===== config.mk =====
export PLATFORM = sky130hd
export DESIGN_NAME = fix_length_packets2bytes
export DESIGN_NICKNAME = d
export VERILOG_FILES = /design/src/rtl/fix_length_packets2bytes.sv
export SDC_FILE = /design/constraint.sdc
export NUM_CORES = 1
export LEC_CHECK = 0
export BUFFER_PORTS_ARGS = -buffer_cell sky130_fd_sc_hd__buf_4
export CAP_MARGIN = 0
export CORE_MARGIN = 2
export CORE_UTILIZATION = 40
export CTS_CLUSTER_SIZE = 10
export DETAILED_ROUTE_END_ITERATION = 8
export PLACE_DENSITY_LB_ADDON = 0.1
export SLEW_MARGIN = 20
export SYNTH_ARGS = -nofsm -noshare
export SYNTH_HDL_FRONTEND = slang
export SYNTH_SLANG_ARGS = --single-unit

===== constraint.sdc =====
create_clock -name clock_clk -period 3.4 [get_ports clock_clk]
set_input_delay 0.34 -clock clock_clk [delete_from_list [all_inputs] [get_ports clock_clk]]
set_output_delay 0.34 -clock clock_clk [all_outputs]
set_load 0.005 [all_outputs]

===== src/rtl/fix_length_packets2bytes.sv =====
// Purpose : strips fixed-length packets of {real,imag,flag} symbols down to a plain byte stream,
//           checking framing/length and reporting errors on one-cycle status pulses.
// Latency : symbol accepted at edge N is presented (real byte) from edge N; imag byte follows its handshake.
// Backpres: one-symbol output buffer; sink ready drops while the buffered symbol's last byte is not leaving.
// Ports   : clock_clk/reset_reset_n (sync, active-low); asi_in0_* Avalon-ST sink (17-bit symbols);
//           aso_out0_* Avalon-ST byte source; pkt_done/err_len/err_orphan pulses; pkt_ok_count.
module fix_length_packets2bytes #(
  parameter int PACKET_LEN = 1024,
  parameter int EMIT_IMAG  = 0
) (
  input  logic        clock_clk,
  input  logic        reset_reset_n,
  input  logic [16:0] asi_in0_data,
  input  logic        asi_in0_valid,
  output logic        asi_in0_ready,
  input  logic        asi_in0_startofpacket,
  input  logic        asi_in0_endofpacket,
  input  logic        asi_in0_empty,
  output logic [7:0]  aso_out0_data,
  output logic        aso_out0_valid,
  input  logic        aso_out0_ready,
  output logic        pkt_done,
  output logic        err_len,
  output logic        err_orphan,
  output logic [15:0] pkt_ok_count
);

  typedef enum logic {IDLE, IN_PKT} state_t;

  localparam logic [12:0] PLEN      = 13'(PACKET_LEN);
  localparam logic [12:0] CNT_MAX   = '1;
  localparam bit          TWO_BYTES = (EMIT_IMAG != 0);

  state_t      state_q, state_d;
  logic [12:0] cnt_q, cnt_d;
  logic        buf_vld_q, buf_vld_d;
  logic [15:0] sym_q, sym_d;
  logic        sel_q, sel_d;
  logic        pkt_done_q, pkt_done_d;
  logic        err_len_q, err_len_d;
  logic        err_orphan_q, err_orphan_d;
  logic [15:0] ok_cnt_q, ok_cnt_d;

  logic        last_byte;
  logic        beat_acc;
  logic        out_hs;
  logic        fwd;
  logic [12:0] idx;
  logic        unused_empty;

  assign unused_empty = asi_in0_empty;

  // The byte on the output is the final one of its symbol when only reals are
  // emitted, or when the imag half is being presented.
  assign last_byte     = !TWO_BYTES || sel_q;
  assign asi_in0_ready = reset_reset_n && (!buf_vld_q || (aso_out0_ready && last_byte));
  assign beat_acc      = asi_in0_valid && asi_in0_ready;
  assign out_hs        = buf_vld_q && aso_out0_ready;

  assign aso_out0_valid = buf_vld_q;
  assign aso_out0_data  = sel_q ? sym_q[7:0] : sym_q[15:8];
  assign pkt_done       = pkt_done_q;
  assign err_len        = err_len_q;
  assign err_orphan     = err_orphan_q;
  assign pkt_ok_count   = ok_cnt_q;

  // Framing / length tracking.
  always_comb begin
    state_d      = state_q;
    cnt_d        = cnt_q;
    pkt_done_d   = 1'b0;
    err_len_d    = 1'b0;
    err_orphan_d = 1'b0;
    ok_cnt_d     = ok_cnt_q;
    idx          = '0;
    fwd          = 1'b0;
    if (beat_acc) begin
      if (state_q == IDLE && !asi_in0_startofpacket) begin
        err_orphan_d = 1'b1;
      end else begin
        if (asi_in0_startofpacket) begin
          // SOP while a packet is open abandons it as a length error.
          if (state_q == IN_PKT) err_len_d = 1'b1;
          idx = 13'd1;
        end else begin
          idx = (cnt_q == CNT_MAX) ? CNT_MAX : cnt_q + 13'd1;
        end
        fwd = asi_in0_data[0] && (idx <= PLEN);
        if (asi_in0_endofpacket) begin
          pkt_done_d = 1'b1;
          if (idx == PLEN) ok_cnt_d = ok_cnt_q + 16'd1;
          else             err_len_d = 1'b1;
          state_d = IDLE;
          cnt_d   = '0;
        end else begin
          state_d = IN_PKT;
          cnt_d   = idx;
        end
      end
    end
  end

  // Output buffer: a new symbol can only land when the buffer is empty or its
  // last byte leaves this cycle, so loading takes priority over draining.
  always_comb begin
    buf_vld_d = buf_vld_q;
    sym_d     = sym_q;
    sel_d     = sel_q;
    if (fwd) begin
      buf_vld_d = 1'b1;
      sym_d     = asi_in0_data[16:1];
      sel_d     = 1'b0;
    end else if (out_hs) begin
      if (last_byte) begin
        buf_vld_d = 1'b0;
        sel_d     = 1'b0;
      end else begin
        sel_d = 1'b1;
      end
    end
  end

  always_ff @(posedge clock_clk) begin
    if (!reset_reset_n) begin
      state_q      <= IDLE;
      cnt_q        <= '0;
      buf_vld_q    <= 1'b0;
      sym_q        <= '0;
      sel_q        <= 1'b0;
      pkt_done_q   <= 1'b0;
      err_len_q    <= 1'b0;
      err_orphan_q <= 1'b0;
      ok_cnt_q     <= '0;
    end else begin
      state_q      <= state_d;
      cnt_q        <= cnt_d;
      buf_vld_q    <= buf_vld_d;
      sym_q        <= sym_d;
      sel_q        <= sel_d;
      pkt_done_q   <= pkt_done_d;
      err_len_q    <= err_len_d;
      err_orphan_q <= err_orphan_d;
      ok_cnt_q     <= ok_cnt_d;
    end
  end

endmodule


# Word-level counts from Yosys, hierarchy flattened

Index checks and enable logic that the tools add are counted.

Output and inout port bits: 29
Register bits after elaboration: 50
Logic and storage cells: 46

Eq/ne operators: 2
Reductions and logical operators: 13
Bitwise gates (word level): 4
Add/subtract/negate cells: 2
$lt $le $gt $ge: 1
Muxes and demuxes: 16

Operators by type and width:

| cell                                                                     | number |
|---|---|
| 13-bit two-way mux                                                       | 5 |
| 16-bit by 1-bit adder with 16-bit output (second input constant)         | 1 |
| 13-bit by 1-bit adder with 13-bit output (second input constant)         | 1 |
| 13-bit by 11-bit == test with 1-bit output (second input constant)       | 1 |
| 13-bit == test (second input constant)                                   | 1 |
| 13-bit by 11-bit <= comparator with 1-bit output (second input constant) | 1 |
| 1-bit two-way mux                                                        | 11 |
| 1-bit logical AND                                                        | 5 |
| 1-bit inverter                                                           | 4 |
| 2-bit AND reduction                                                      | 2 |
| 4-bit AND reduction                                                      | 1 |
| 3-bit OR reduction                                                       | 1 |
| 1-bit logical NOT                                                        | 2 |
| 2-bit nonzero test                                                       | 1 |
| 1-bit logical OR                                                         | 1 |

# Depth between registers and ports, before layout

Word-level depth: 10
Gate-level depth with buffers: 11

# Least setup slack after synthesis

OpenSTA, ideal clock, no wires.

Kind: reg2reg
From: register cnt_q[5]
To: register ok_cnt_q[10], in the netlist pkt_ok_count[10]
Cell stages (with the launch flop): 9
Setup slack: 1.010 ns
Data arrival time: 2.320 ns
Required time: 3.329 ns
Path through: dfxtp_1 nand4_1 nor3_1 xor2_1 nor4_4 nand4_2 buf_6 or4_1 a21oi_1

Word-level cells in the longest chain between the ends: 7

RTL lines:

| element                                                                    | RTL line | source |
|---|---|---|
| start, declared                                                            | 35       | `logic [12:0] cnt_q, cnt_d;` |
| start signal, assigned                                                     | 136      | `cnt_q <= cnt_d;` |
| 13-bit by 1-bit adder with 13-bit output or 13-bit == test (tied branches) | 86       | `idx = (cnt_q == CNT_MAX) ? CNT_MAX : cnt_q + 13'd1;` |
| 13-bit two-way mux *                                                       | 86       |  |
| 13-bit two-way mux *                                                       | 81       | `if (asi_in0_startofpacket) begin` |
| 13-bit two-way mux *                                                       | 78       | `if (state_q == IDLE && !asi_in0_startofpacket) begin` |
| 13-bit two-way mux *                                                       | 77       | `if (beat_acc) begin` |
| 13-bit by 11-bit == test with 1-bit output *                               | 91       | `if (idx == PLEN) ok_cnt_d = ok_cnt_q + 16'd1;` |
| 4-bit AND reduction (no source line) *                                     | --       |  |
| end signal, assigned                                                       | 143      | `ok_cnt_q <= ok_cnt_d;` |
| end, declared                                                              | 42       | `logic [15:0] ok_cnt_q, ok_cnt_d;` |

Every way passes the cells marked *; elsewhere a longest branch is shown, timed or not. The select of a mux whose other input is x is not followed.
A chain may end at the register's enable or synchronous reset.

# Final worst setup path

From: register cnt_q[0]
To: register ok_cnt_q[6], in the netlist pkt_ok_count[6]

The elaborated chain is that of the path after synthesis.

==> impl_metrics.json <==
{
  "status": "finished, final reports clean",
  "synth_top_family_by_area": "simple AND/OR/NAND/NOR gates",
  "io_pins": 53,
  "synth-async-reset-ratio_pct": 0,
  "hold_path_class": "input port to flop",
  "initial_core_util_pct": 41.02,
  "fin_setup_tns_ns": 0,
  "maxCapViolations": 0,
  "drt_iter0_markers": 70,
  "synth_cell_types": 51,
  "clkTransAtPathRegs_ns": 0.08,
  "crit_type": "flop to flop",
  "synthMuxAreaShare_pct": 1.346,
  "ys_top_cells_by_count": "dfxtp_1 (42), a21oi_1 (35), nand3_1 (21), nor2_1 (21), o21ai_0 (16)",
  "clock_power_share_pct": 36.4,
  "total_power_mw": 0.8802,
  "core_area_sq_um": 5439,
  "grt_max_degree": 33,
  "synth_edf_count": 0,
  "post_cts_resize_count": 0,
  "relSlewSlack_pct": 29.23,
  "reg2reg_setup_slack_ns": 0.41,
  "synth_top_area_cell": "dfxtp_1",
  "grt_pass1_wl_um": 9183,
  "r2r_cells": 9,
  "cp.depth": 9,
  "finalHoldViolCount": 0,
  "power.internal_mw": 0.6670,
  "final-instance-count-excl-fill": 388,
  "cts-root-buf": "clkbuf_8",
  "ys_seq_area_share_pct": 37.69,
  "drive_gt1_share_pct": 19.62,
  "place_area_sq_um": 2592,
  "crit_required_ns": 3.61,
  "synthTopCellsByArea": "dfxtp_1 (38%), a21oi_1 (7.9%), nand3_1 (4.7%)",
  "r2r-end": "pkt_ok_count[6]",
  "port_buffers": 43,
  "firstDrtPassIters": 5,
  "crit_buf_inv": 1,
  "cp-endpoint": "pkt_ok_count[6]",
  "syn2layout_area_growth_pct": 20.08,
  "first_global_vias": 1922,
  "irDropWorstVdd_v": 0.0001892,
  "htreeDepth": 2,
  "drc": 0,
  "max_freq_mhz": 334.8,
  "rows": 27,
  "r2r-start": "cnt_q[0]",
  "synth_ff_type": "dfxtp_1",
  "yosysMostFrequentCell": "dfxtp_1",
  "track_usage_pct": 18.39,
  "crit_path_end_kind": "flop",
  "final-setup-viol-count": 0,
  "finalWirelength_um": 5467,
  "worstSetupStartpointType": "flop",
  "die_w_um": 78.68,
  "antennaDiodeCount": 0,
  "yosys.area_share.adder_pct": 1.122,
  "synth_top_area_share_pct": 37.69,
  "layout.nets": 341,
  "final_design_area_no_fill_sq_um": 2679,
  "fin_crit_sh_pct": 87.86,
  "grt_overflow": 0,
  "slew_violations": 0,
  "postCtsSetupRepairBufs": 0,
  "ant_nets": 0,
  "numClockSinks": 42,
  "drt-vias-per-instance": 5.544,
  "p_comb_share_pct": 6.9,
  "crit_fanout": 20,
  "synth_compound_area_share_pct": 24.34,
  "arrival_ns": 3.20,
  "syn_area_sq_um": 2231,
  "syn_inst": 277,
  "grt_antenna_before_repair": 0,
  "yosysWarnings": 0,
  "gp_congestion": 0.8038,
  "rsz0062_at_grt": "false",
  "vias": 2151,
  "p_sw_mw": 0.2132,
  "cts_buffers": 5,
  "slowest_stage": "or4_1",
  "cts_tree": "yes",
  "crit_chain": "ha_1 -> nand3_1 -> nor4_1 -> buf_4 -> or4b_4 -> nor2_4 -> nand4_2 -> or4_1 -> a21oi_1",
  "ys_ff_latch": 42,
  "p_per_area_nw_per_um2": 328.6,
  "startpoint": "cnt_q[0]",
  "p_leak_nw": 0.9454,
  "sw_frac_of_total_pct": 24.22,
  "worst_pin_slew_ns": 1.060,
  "die-area_sq_um": 6191,
  "fin_crit_ns": 2.987,
  "sequentialPowerShare_pct": 56.7,
  "synth-simple-area-share_pct": 28.60,
  "clk_latency_ns": 0.30,
  "path_delay_family": "simple AND/OR/NAND/NOR gates",
  "wire_per_inst_um": 14.09,
  "syn_nets": 303,
  "ctsHoldBuffers": 0,
  "numPlacedInstances": 380,
  "crit_path_max_incr_delay_ns": 0.55,
  "avgSynthCellArea_sq_um": 8.054,
  "clock_skew_ns": 0.008705,
  "clock_path_buffers": 2,
  "synthXorXnorAreaFrac_pct": 1.570,
  "dpl.hpwl_um": 3766,
  "die_h_um": 78.68,
  "num-fill-cells": 532
}
## cell families after synthesis
group	after synthesis
and+or+nand+nor	111
AOI/OAI and AO/OA	89
DFF	42
buffers and inverters	26
xor gates and xnor gates	4
muxes	3
adders and majority gates	2
## worst register-to-register path, cell delays in order, from the launching register on
cell and delay (ns):
dfxtp_1 0.36, ha_1 0.29, nand3_1 0.21, nor4_1 0.08
buf_4 0.17, or4b_4 0.54, nor2_4 0.14, nand4_2 0.41
or4_1 0.56, a21oi_1 0.15
## placed cells by master, fill, tap and decap left out, types with 4 or more instances in the layout
master,synthesis,layout
a211oi_1,4,4
a21oi_1,35,35
a31oi_1,4,4
and3_1,7,7
buf_4,2,47
clkbuf_8,0,5
dfxtp_1,42,42
inv_1,10,10
nand2_1,14,14
nand2b_1,5,5
nand3_1,21,21
nand4_1,5,5
nor2_1,21,21
nor3_1,10,10
o21ai_0,16,15
o21ai_1,3,4
o31ai_1,8,8
or3_1,5,5
or4_1,6,6
## sequential cells by signal, summed over array words and instances (netlist names)
name / flops
pkt_ok_count: 16
err_len: 1
pkt_done: 1
cnt_q: 13
sym_q: 8
state_q: 1
err_orphan: 1
aso_out0_valid: 1
## layer usage
| metal | vias up | global-route usage, % | part of all wire (%) |
|---|---|---|---|
| met5 | - | 0 | 0 |
| met4 | 0 | 5.614 | 1.2 |
| met3 | 6 | 4.023 | 4.9 |
| met2 | 44 | 28.21 | 41 |
| met1 | 981 | 25.69 | 53 |
| li1 | 1120 | - | - |
## final cells by class
type                       count  area, sq um  share of cell area [%]
multi-input combinational    209         1271                   47.45
sequential                    42        840.8                   31.39
timing repair buffer          47        352.8                   13.17
tap                           72        90.09                   3.363
clock buffer                   6        72.57                   2.709
inverter                      10        37.54                   1.401
clock inverter                 2        13.76                  0.5138
## power groups by stage
stage          Sequential [mW]  Clock (mW)  Combinational, mW
2_1_floorplan            0.511           0             0.0308
3_3_place_gp             0.511           0             0.0604
3_5_place_dp             0.511           0             0.0605
4_1_cts                  0.499       0.331             0.0607
5_1_grt                  0.500       0.350             0.0678
6_report                 0.499       0.321             0.0606
## stage by stage
stage	hold WS, ns	setup WS (ns)	util, %
2_1_floorplan	0.4591	1.010	-
3_3_place_gp	0.4562	0.4762	47.67
3_5_place_dp	0.4685	0.4293	47.67
4_1_cts	0.2914	0.4221	49.25
5_1_grt	0.3035	0.1195	49.25
6_report	0.3000	0.4128	49.25
## worst min path at each step
stage                           startpoint          endpoint  slack [ns]  cells after the start
after floorplan           pkt_ok_count[15]  pkt_ok_count[15]        0.46                      2
final                     asi_in0_data[16]         sym_q[15]        0.30                      3
after global placement    pkt_ok_count[15]  pkt_ok_count[15]        0.46                      2
after detailed placement          sym_q[9]          sym_q[9]        0.47                      2
after CTS                 asi_in0_data[16]         sym_q[15]        0.29                      3
after global routing      asi_in0_data[12]         sym_q[11]        0.30                      3
(Power assumes the default switching activity.)
